### src/rtl/odo_sched_pkg.sv
`default_nettype none
// ============================================================================
// Module   : odo_sched_pkg
// Purpose  : Shared types, constants and helpers for the odocrypt core
//            scheduler and its result FIFO.
// Revision : 1.0 - initial release
// ============================================================================
package odo_sched_pkg;

  typedef enum logic [1:0] {
    S_IDLE = 2'd0,
    S_RUN  = 2'd1,
    S_DONE = 2'd2
  } sched_state_t;

  // Value presented on the nonce output while no result is queued.
  localparam logic [31:0] NONCE_EMPTY = 32'hFFFF_FFFF;

  // Advance a slice base by one slice; bit 32 is the carry that marks
  // the nonce space as exhausted.
  function automatic logic [32:0] slice_inc(input logic [31:0] base,
                                            input int          slice_w);
    return {1'b0, base} + (33'd1 << slice_w);
  endfunction

endpackage
`default_nettype wire

### src/rtl/odo_core_scheduler_fifo.sv
`default_nettype none
// ============================================================================
// Module   : odo_result_fifo
// Purpose  : Small synchronous FIFO for golden nonces with flush; a push
//            into a full FIFO is accepted only alongside a same-cycle pop.
// Revision : 1.0 - initial release
// ============================================================================
module odo_result_fifo #(
  parameter int FIFO_DEPTH = 4
) (
  input  logic        clk_h,
  input  logic        reset,
  input  logic        flush,
  input  logic        push,
  input  logic        pop,
  input  logic [31:0] din,
  output logic        full,
  output logic        empty,
  output logic [31:0] head
);

  localparam int AW = (FIFO_DEPTH > 1) ? $clog2(FIFO_DEPTH) : 1;

  logic [31:0]   mem [2**AW];
  logic [AW-1:0] wr_ptr;
  logic [AW-1:0] rd_ptr;
  logic [AW:0]   count;
  logic          do_push;
  logic          do_pop;

  assign empty   = (count == '0);
  assign full    = (count == (AW+1)'(FIFO_DEPTH));
  assign head    = mem[rd_ptr];
  assign do_pop  = pop & ~empty;
  assign do_push = push & (~full | do_pop);

  // Storage array; written only when an entry is actually accepted.
  always_ff @(posedge clk_h) begin
    if (do_push && !flush) begin
      mem[wr_ptr] <= din;
    end
  end

  // Pointer and occupancy bookkeeping; flush wins over push/pop.
  always_ff @(posedge clk_h or posedge reset) begin
    if (reset) begin
      wr_ptr <= '0;
      rd_ptr <= '0;
      count  <= '0;
    end else if (flush) begin
      wr_ptr <= '0;
      rd_ptr <= '0;
      count  <= '0;
    end else begin
      if (do_push) wr_ptr <= wr_ptr + 1'b1;
      if (do_pop)  rd_ptr <= rd_ptr + 1'b1;
      case ({do_push, do_pop})
        2'b10:   count <= count + 1'b1;
        2'b01:   count <= count - 1'b1;
        default: count <= count;
      endcase
    end
  end

endmodule
`default_nettype wire

### src/rtl/odo_core_scheduler.sv
`default_nettype none
// ============================================================================
// Module   : odo_core_scheduler
// Purpose  : Hands fixed nonce slices to idle hashing cores, gathers golden
//            nonces through a round-robin arbiter into a result FIFO and
//            reports job completion; any abort stops every core at once.
// Revision : 1.0 - initial release
// ============================================================================
module odo_core_scheduler
  import odo_sched_pkg::*;
#(
  parameter int NUM_CORES  = 4,
  parameter int SLICE_W    = 24,
  parameter int FIFO_DEPTH = 4
) (
  input  logic                   clk_h,
  input  logic                   reset,
  input  logic                   start_hash,
  input  logic                   host_break,
  output logic [NUM_CORES-1:0]   core_start,
  output logic                   core_abort,
  output logic [NUM_CORES*32-1:0] core_base,
  input  logic [NUM_CORES-1:0]   core_done,
  input  logic [NUM_CORES-1:0]   core_found,
  input  logic [NUM_CORES*32-1:0] core_nonce,
  output logic                   ticket2moon,
  output logic [31:0]            nonce,
  input  logic                   nonce_ack,
  output logic                   hash_cmplt,
  output logic                   found_ovf
);

  localparam int IW = (NUM_CORES > 1) ? $clog2(NUM_CORES) : 1;

  sched_state_t         state, state_nx;
  logic                 start_q;
  logic [NUM_CORES-1:0] busy, done_pend, found_pend;
  logic [31:0]          next_base;
  logic                 exhausted;
  logic [IW-1:0]        rr_ptr;
  logic [31:0]          slot [NUM_CORES];

  logic                 start_rise, start_fall, abort, job_start;
  logic [NUM_CORES-1:0] avail, issue_vec, exh_free, done_accept, found_accept;
  logic [NUM_CORES-1:0] busy_nx, done_pend_nx, found_pend_nx, gnt_vec;
  logic                 issue_ok, issue, gnt_ok, ovf_set;
  logic [IW-1:0]        issue_idx, gnt_idx, cand;
  logic [32:0]          base_sum;
  logic                 fifo_full, fifo_empty, fifo_push, fifo_pop;
  logic [31:0]          fifo_head;

  // Control decode: edges, abort, slice issue, pend bookkeeping, arbitration.
  always_comb begin
    start_rise = start_hash & ~start_q;
    start_fall = ~start_hash & start_q;
    abort      = host_break | ((state == S_RUN) & start_fall);
    job_start  = (state == S_IDLE) & start_rise & ~host_break;

    // A core whose done is pending counts as free for reissue.
    avail     = ~busy | done_pend;
    issue_ok  = 1'b0;
    issue_idx = '0;
    for (int i = NUM_CORES - 1; i >= 0; i--) begin
      if (avail[i]) begin
        issue_ok  = 1'b1;
        issue_idx = IW'(i);
      end
    end
    issue     = (state == S_RUN) & ~exhausted & issue_ok & ~abort;
    issue_vec = '0;
    if (issue) issue_vec[issue_idx] = 1'b1;
    base_sum  = slice_inc(next_base, SLICE_W);

    // Once exhausted, finished cores are retired instead of reissued.
    exh_free     = ((state == S_RUN) && exhausted) ? done_pend : '0;
    done_accept  = (state == S_RUN) ? (core_done & busy & ~done_pend) : '0;
    done_pend_nx = (done_pend & ~(issue_vec | exh_free)) | done_accept;
    busy_nx      = (busy & ~exh_free) | issue_vec;

    found_accept = core_found & ((state == S_DONE) ? {NUM_CORES{1'b1}} :
                                 (state == S_RUN)  ? busy : '0);

    // Round-robin: search starts just after the last granted slot.
    gnt_ok  = 1'b0;
    gnt_idx = '0;
    cand    = '0;
    for (int j = 1; j <= NUM_CORES; j++) begin
      cand = IW'((int'(rr_ptr) + j) % NUM_CORES);
      if (!gnt_ok && found_pend[cand]) begin
        gnt_ok  = 1'b1;
        gnt_idx = cand;
      end
    end
    gnt_vec = '0;
    if (gnt_ok) gnt_vec[gnt_idx] = 1'b1;
    found_pend_nx = (found_pend & ~gnt_vec) | found_accept;

    fifo_pop  = nonce_ack & ~fifo_empty;
    fifo_push = gnt_ok & (~fifo_full | fifo_pop);
    ovf_set   = (|(found_accept & found_pend & ~gnt_vec)) |
                (gnt_ok & fifo_full & ~fifo_pop);
  end

  // Next-state logic; abort overrides every other transition.
  always_comb begin
    state_nx = state;
    case (state)
      S_IDLE:  if (job_start) state_nx = S_RUN;
      S_RUN:   if (exhausted && (busy_nx == '0)) state_nx = S_DONE;
      S_DONE:  if (start_fall) state_nx = S_IDLE;
      default: state_nx = S_IDLE;
    endcase
    if (abort) state_nx = S_IDLE;
  end

  // State register.
  always_ff @(posedge clk_h or posedge reset) begin
    if (reset) state <= S_IDLE;
    else       state <= state_nx;
  end

  // Job datapath: core masks, slice bases, found slots and sticky overflow.
  always_ff @(posedge clk_h or posedge reset) begin
    if (reset) begin
      start_q    <= 1'b0;
      busy       <= '0;
      done_pend  <= '0;
      found_pend <= '0;
      next_base  <= '0;
      exhausted  <= 1'b0;
      rr_ptr     <= IW'(NUM_CORES - 1);
      core_start <= '0;
      core_abort <= 1'b0;
      core_base  <= '0;
      found_ovf  <= 1'b0;
      for (int i = 0; i < NUM_CORES; i++) slot[i] <= '0;
    end else begin
      start_q    <= start_hash;
      core_start <= '0;
      core_abort <= abort;
      if (abort) begin
        busy       <= '0;
        done_pend  <= '0;
        found_pend <= '0;
      end else if (job_start) begin
        busy       <= '0;
        done_pend  <= '0;
        found_pend <= '0;
        next_base  <= '0;
        exhausted  <= 1'b0;
        rr_ptr     <= IW'(NUM_CORES - 1);
        found_ovf  <= 1'b0;
      end else begin
        busy       <= busy_nx;
        done_pend  <= done_pend_nx;
        found_pend <= found_pend_nx;
        if (gnt_ok)  rr_ptr    <= gnt_idx;
        if (ovf_set) found_ovf <= 1'b1;
        if (issue) begin
          core_start                          <= issue_vec;
          core_base[32*int'(issue_idx) +: 32] <= next_base;
          next_base                           <= base_sum[31:0];
          if (base_sum[32]) exhausted <= 1'b1;
        end
        for (int i = 0; i < NUM_CORES; i++) begin
          if (found_accept[i]) slot[i] <= core_nonce[32*i +: 32];
        end
      end
    end
  end

  odo_result_fifo #(
    .FIFO_DEPTH (FIFO_DEPTH)
  ) u_fifo (
    .clk_h (clk_h),
    .reset (reset),
    .flush (abort | job_start),
    .push  (fifo_push),
    .pop   (fifo_pop),
    .din   (slot[gnt_idx]),
    .full  (fifo_full),
    .empty (fifo_empty),
    .head  (fifo_head)
  );

  assign ticket2moon = ~fifo_empty;
  assign nonce       = fifo_empty ? NONCE_EMPTY : fifo_head;
  assign hash_cmplt  = (state == S_DONE);

endmodule
`default_nettype wire
### config.mk
export PLATFORM = sky130hd
export DESIGN_NAME = odo_core_scheduler
export DESIGN_NICKNAME = d
export VERILOG_FILES = /design/src/rtl/odo_sched_pkg.sv /design/src/rtl/odo_core_scheduler_fifo.sv /design/src/rtl/odo_core_scheduler.sv
export SDC_FILE = /design/constraint.sdc
export NUM_CORES = 1
export LEC_CHECK = 0
export CAP_MARGIN = 5
export CORE_MARGIN = 2
export CORE_UTILIZATION = 55
export DETAILED_ROUTE_END_ITERATION = 10
export GPL_TIMING_DRIVEN = 0
export HOLD_SLACK_MARGIN = 0.02
export PLACE_DENSITY_LB_ADDON = 0.15
export SLEW_MARGIN = 20
export SYNTH_ARGS = -nofsm -noshare
export SYNTH_HDL_FRONTEND = slang
export SYNTH_SLANG_ARGS = --single-unit
### constraint.sdc
create_clock -name clk_h -period 15 [get_ports clk_h]
set_input_delay 3 -clock clk_h [delete_from_list [all_inputs] [get_ports clk_h]]
set_output_delay 3 -clock clk_h [all_outputs]
set_load 0.02 [all_outputs]
==> impl_results.md, run 1 <==
- Status: complete, no violations
- Pint: between 1 and 1.5 mW
- Area of the multi-input gates: ~0.0048 sq mm
- Mean Syn Cell Area: 13.4 sq um
- Fin Setup TNS: 0 ns
- Clock Skews: around 0.024 ns
- Die X: 168 um
- Mapped Cells: 1101
- Synthesized area: 0.0147 sq mm
- Netlist cell types: between 50 and 60
- Count leader, synth: dfrtp_1
- Vias in the first global route: ~10000
- Max-slew violation count: 0
- Synth area leaders: dfrtp_1, edfxtp_1, mux2_2
- LEAKAGE: between 8 and 9 nW
- Synth top area share: 34.2%
- Hold depth: 2
- Hold Crit Class: reg2reg
- # nets final: between 1500 and 2000
- Switch share: 21.4%
- Clk network pwr share: about 43%
- Place WS: about 9.0 ns
- Antenna viol nets, final: 0
- Hold Crit Start: core_base[91]
- Initial antenna violation count: 3
- CP Max Fanout: 10
- Max_cap viols: 0
- Core outline area: ~0.026 sq mm
- FFs w/ async S/R, synth: 61.3%
- Syn_nets: 1253
- First-pass GRT wire length: slightly below 60 mm
- Sequential share of power: around half
- Fin Hold WS: 0.478 ns
- Share of layout cells above drive strength 1: 24.5%
- EDFF count, synth: between 100 and 150
- Port bufs: 308
- Gr ovfl total: 0
- Post_cts resized: 0
- Htree depth: 2
- Initial Util: between 50% and 60%
- Postcts setup bufs: 0
- Die Y: 168 um
- PwrDens: 98.1 mW/mm^2
- Post-DP HPWL: ~26 mm
- Iteration-0 DRC count of the detailed router: just over 900
- RSZ-0062 raised after global routing: no
- Worst Hold End: core_base[91]
- Core Rows: 59
- Vias per inst: about 5.6
- Commonest cells in the netlist: dfrtp_1, edfxtp_1, mux2_2
- Die area: ~0.028 sq mm
- Max Root-Sink Buffers: 3
- Reg clk slew, reported paths: 0.06 ns
- R2R depth: 7
- Wire per inst: a little over 20 um
- Tcrit/Tclk final: about 43%
- Hold_buf cts: 0
- Worst reg2reg path startpoint: rr_ptr[1]
- Area grow syn2layout: 32.3%
- WS Path Type: reg2out
- FMAX: 0.156 GHz
- Via count: slightly above 10000
- DRC: 0
- Final hold vios: 0
- I/O Pins: roughly 310
- Final setup fails: 0
- Yosys warns: 0
- GRT Overall Usage: roughly 27%
- Reg2reg end: u_fifo.mem[1][31]
- Comb pwr share: approximately 5.5%
- R2R Setup Slk: between 10 and 15 ns
- CP arrival: between 3 and 4 ns
- Top cell type by total area after synthesis: dfrtp_1
- Req. time, crit path: 12.00 ns
- Post-synthesis sequential area ratio: 60.6%
- CTS tree: yes
- NetSw: a little over 0.4 mW
- Fill count: 1747
- Sink Count: approximately 330
- Max-Slew Margin vs Limit: roughly two fifths
- Drt pass-1 iters: 5
- Worst Setup Start Kind: flip-flop
- Reg area: 0.00893 sq mm
- Gpl congestion: ~0.87
- PnR worst setup slack: about 8.6 ns
- Worst slew pin tran: 0.870 ns
- Root buffer cell: clkbuf_16
- Critical Path End Type: output port
- Largest net degree at the start of global routing: 90
- Clk Latency, worst-skew pair: about 0.52 ns
- TritonCTS Buffers: 35
- Post-Route WL: roughly 37 mm
- Maximum VDD drop: approximately 0.08 mV
- Dominant synthesized flop cell: dfrtp_1
- Fin crit period: between 6 and 7 ns
- #FFs+latches synth: between 300 and 400
layout by cell type, fill, tap and decap left out, types with 7 or more instances in the layout:
master | Yosys | routed
mux2_1 | 9 | 9
a211oi_1 | 32 | 32
a22o_1 | 24 | 24
mux2_2 | 119 | 119
nand3_1 | 16 | 16
buf_4 | 92 | 92
a31oi_1 | 34 | 34
ha_1 | 10 | 10
clkbuf_16 | 0 | 36
a21oi_1 | 17 | 17
nor2_1 | 29 | 29
clkbuf_1 | 43 | 52
nand2_1 | 106 | 106
nor2b_1 | 7 | 7
nand2b_1 | 8 | 8
buf_2 | 17 | 17
clkinv_2 | 0 | 7
o21ai_0 | 26 | 26
mux4_2 | 32 | 32
dfrtp_1 | 201 | 201
and2_1 | 43 | 39
edfxtp_1 | 128 | 128
inv_1 | 21 | 20
or2_2 | 33 | 33
clkdlybuf4s50_1 | 0 | 308
cell families (layout without fill, tap and decap cells):
kind of cell,after synthesis,in the layout,share of synthesized area (%)
flip-flops,331,331,60.6
AND/OR/NAND/NOR,260,260,8.92
buffers and inverters,174,552,6.93
multiplexers,162,162,14.8
AO/OA/AOI/OAI,155,155,7.23
adder cells (fa/ha/maj),11,11,0.986
XOR/XNOR,8,8,0.476
other,0,3,0
routing by layer:
metal | GRT usage, % | routed length, um | up-vias
li1 | - | - | 4566
met1 | 36.2 | 15100 | 5029
met2 | 45.0 | 18600 | 480
met3 | 4.73 | 2850 | 61
met4 | 8.54 | 915 | 0
met5 | 0 | 0 | -
how the worst max path moves through the flow:
stage	startpoint	depth (start not counted)	slack (ns)	end
6_report	u_fifo.rd_ptr[0]	5	8.57	nonce[25]
5_1_grt	u_fifo.rd_ptr[0]	5	8.37	nonce[25]
4_1_cts	u_fifo.rd_ptr[0]	5	8.49	nonce[25]
3_5_place_dp	host_break	9	9.00	u_fifo.mem[0][17]
3_3_place_gp	reset	2	3.62	slot[38]
2_1_floorplan	reset	1	6.46	busy[0]
critical path, cell delays in order (launching register included):
cell and delay (ns):
dfrtp_1 0.31, clkbuf_1 0.43, buf_1 0.70, mux4_2 0.59, or2_2 0.32, clkdlybuf4s50_1 0.57
final cells by class:
class | instances | area share, %
clock buffers | 48 | 5.01
multi-input cells | 596 | 24.6
plain buffers | 153 | 4.83
clock inverters | 16 | 0.591
inverters | 21 | 0.443
diodes | 3 | 0.0386
repair buffers | 314 | 16.5
well taps | 335 | 2.15
flip-flops and latches | 331 | 45.8
per-stage QoR:
step | util (%) | instances | power [mW] | area (sq um)
after floorplan | - | 1101 | 1.04 | 14700
after global placement | 69.7 | 1744 | 1.09 | 18200
after detailed placement | 70.3 | 1750 | 1.10 | 18400
after CTS | 74.5 | 1814 | 1.92 | 19500
after global routing | 74.5 | 1816 | 1.97 | 19500
final | 74.5 | 1817 | 1.91 | 19500
state kept, by name, indices dropped and copies added, names as in the netlist, 2 cells and up:
register and count:
busy 4, u_fifo.rd_ptr 2, next_base 8, slot 128, found_pend 4, done_pend 4, core_start 4, u_fifo.mem 128
u_fifo.wr_ptr 2, rr_ptr 2, core_base 36, state 2, u_fifo.count 3
power groups by stage:
stage | logic (mW) | clock network, mW | registers (mW)
after floorplan | 0.0448 | 0 | 0.993
after global placement | 0.0998 | 0 | 0.994
after detailed placement | 0.105 | 0 | 0.995
after CTS | 0.106 | 0.838 | 0.978
after global routing | 0.115 | 0.874 | 0.980
final | 0.105 | 0.826 | 0.978
Note: power is estimated with default switching activity, not from simulation.
==> inputs of run 2 (changes only) <==
--- a/config.mk
+++ b/config.mk
@@ -7,7 +7,7 @@
 export LEC_CHECK = 0
 export CAP_MARGIN = 5
 export CORE_MARGIN = 2
-export CORE_UTILIZATION = 55
+export CORE_UTILIZATION = 46
 export DETAILED_ROUTE_END_ITERATION = 10
 export GPL_TIMING_DRIVEN = 0
 export HOLD_SLACK_MARGIN = 0.02
==> constraint.sdc (replaced) <==
create_clock -name clk_h -period 5.3 [get_ports clk_h]
set_input_delay 1.06 -clock clk_h [delete_from_list [all_inputs] [get_ports clk_h]]
set_output_delay 1.06 -clock clk_h [all_outputs]
set_load 0.02 [all_outputs]
==> run 2 against run 1 <==
Setup slack got worse by 7.8 ns. Die area increased by 19%. Sequential cell count unchanged. Core utilization decreased by 12 points. Critical path depth unchanged. Global-route usage decreased by 4.1 points. Combinational power increased to 2.9 times the previous value. Via count decreased by 2.1%. Clock power increased to 2.9 times the previous value. Clock-buffer cell count increased by 4.
==> impl_results.md, run 2 (synthesis gave the netlist of run 1 again) <==
- Final setup fails: 0 (unchanged)
- Fin Setup TNS: 0 ns (unchanged)
- Initial antenna violation count: 8 (+5)
- Htree depth: 2 (unchanged)
- Root buffer cell: clkbuf_16
- Share of layout cells above drive strength 1: 24.8% (+0.25 points)
- GRT Overall Usage: 22.8% (-4.1 points)
- Drt pass-1 iters: 5 (unchanged)
- I/O Pins: 309 (unchanged)
- Clock Skews: 0.0164 ns (-0.00752 ns)
- Most frequent cells in the layout: clkdlybuf4s50_1, dfrtp_1, edfxtp_1, mux2_2, nand2_1
- Postcts setup bufs: 0 (unchanged)
- Final design utilization: 62.4% (-12 points)
- Hold_buf cts: 0 (unchanged)
- Core outline area: 0.0316 sq mm (+21%)
- Critical-path top delay cell: buf_1
- Tcrit/Tclk final: 86.2%
- Post_cts resized: 0 (unchanged)
- Place WS: 1.10 ns (-7.90 ns)
- Initial Util: 46.6% (-9.7 points)
- Area of the multi-input gates: 0.00478 sq mm (unchanged)
- Port bufs: 308 (unchanged)
- CTS tree: yes
- Die Y: 183 um (+9.1%)
- Buf+Inv Stages, Crit Path: 3 (unchanged)
- Largest stage delay, worst path: 0.75 ns (+0.05 ns)
- First-pass GRT wire length: 58.1 mm (+0.40%)
- Status: complete, no violations
- LEAKAGE: 8.16 nW (+0.60%)
- TritonCTS Buffers: 36 (+2.9%)
- PnR worst setup slack: 0.732 ns (-7.84 ns)
- Via count: 9924 (-2.1%)
- Post-DP HPWL: 26.6 mm (+0.61%)
- Top Registers: slot x128, u_fifo.mem x128, core_base x36
- Fin Hold WS: 0.480 ns (+0.00232 ns)
- Worst slew pin tran: 1.05 ns (+0.182 ns)
- Vias per inst: 5.26 (-5.8%)
- Final hold vios: 0 (unchanged)
- Worst Setup Start Kind: flip-flop
- RSZ-0062 raised after global routing: no
- Max-slew violation count: 0 (unchanged)
- Reg area: 0.00893 sq mm (unchanged)
- Antenna viol nets, final: 0 (unchanged)
- Hold Crit Class: reg2reg
- Gr ovfl total: 0 (unchanged)
- Clk Latency, worst-skew pair: 0.52 ns (about the same)
- Critical Path End Type: output port
- Finished Cell Area: 0.0197 sq mm (+1.1%)
- Worst path top cell family by delay: buffers and inverters
- DP Area: 0.0185 sq mm (+0.94%)
- WS Path Type: reg2out
- FMAX: 0.219 GHz
- Area grow syn2layout: 33.7%
- Wire per inst: 19.9 um (-3.6%)
- # nets final: 1610 (+0.37%)
- Vias in the first global route: 10100 (-2.4%)
- Reg clk slew, reported paths: 0.06 ns (about the same)
- Iteration-0 DRC count of the detailed router: 534 (-42%)
- Crit-path cells: clkbuf_1 > buf_1 > mux4_2 > or2_2 > clkdlybuf4s50_1
- DRC: 0 (unchanged)
- Die X: 183 um (+9.1%)
- Fin crit period: around 4.6 ns
- PwrDens: 278 mW/mm^2 (+180%)
- Largest net degree at the start of global routing: 33 (-63%)
- Max-Slew Margin vs Limit: 29.3% (-13 points)
- Maximum VDD drop: 0.226 mV (+190%)
- Gpl congestion: 0.851 (-1.9%)
- Die area: 0.0334 sq mm (+19%)
- Most common cell after layout, fill and taps aside: clkdlybuf4s50_1
- Core Rows: 65 (+10%)
- CP arrival: 3.51 ns (+0.08 ns)
- Post-Route WL: 37.6 mm (+0.16%)
- Sink Count: 331 (unchanged)
- Fill count: 2541 (+45%)
- Max_cap viols: 0 (unchanged)
- Max Root-Sink Buffers: 3 (unchanged)
- CP Max Fanout: 10 (unchanged)
- Req. time, crit path: 4.24 ns (-7.76 ns)
-- run 2: changes by cell type in the layout (fill, tap and decap cells not counted), moves of 2 or more --
cell and change:
clkinv_1 -3, clkinvlp_4 +2, buf_12 +6, clkbuf_1 +3
clkinv_2 -2
-- run 2: report_power, final --
| part | leakage [nW] | switching, mW | internal, mW |
|---|---|---|---|
| clock | 0.552 | 0.977 | 1.43 |
| combinational | 3.62 | 0.126 | 0.175 |
| sequential | 3.99 | 0.0343 | 2.73 |
| total | 8.16 | 1.14 | 4.33 |
-- run 2: worst min-delay path, delay by kind of cell (launching register included) --
family / cells / cell delay (ns)
and+or+nand+nor: 1 / 0.05
DFF: 1 / 0.34
AOI/OAI and AO/OA: 1 / 0.06
-- run 2: metal layers --
metal,vias to the layer above,global-route usage (%),part of all wire (%)
li1,4586,-,-
met1,4862,28.8,41
met2,399,38.5,48
met3,69,6.24,7.9
met4,8,7.10,2.8
met5,-,0,0.15
-- run 2: cell type report --
cell class	instances	area share, %
Sequential cell	331	45.4
Multi-Input combinational cell	596	24.3
Timing Repair Buffer	319	16.8
Clock buffer	52	5.14
Buffer	153	4.78
Tap cell	402	2.56
Clock inverter	12	0.598
Inverter	21	0.420
Antenna cell	2	0.0254
-- run 2: per-stage QoR --
step	std cells	power, mW
4_1_cts	1886	5.52
3_3_place_gp	1811	3.10
2_1_floorplan	1101	2.94
6_report	1888	5.47
5_1_grt	1886	5.66
3_5_place_dp	1822	3.12
-- run 2: worst paths after layout --
kind,from,depth (start not counted),endpoint,slack (ns)
min in group asynchronous,reset,2,slot[89],0.90
hold / removal,core_base[88],2,core_base[88],0.48
max in group asynchronous,reset,6,slot[36],3.25
hold reg to reg,core_base[88],2,core_base[88],0.48
setup / recovery,u_fifo.rd_ptr[0],5,nonce[30],0.73
setup reg to reg,rr_ptr[1],7,u_fifo.mem[3][11],2.04
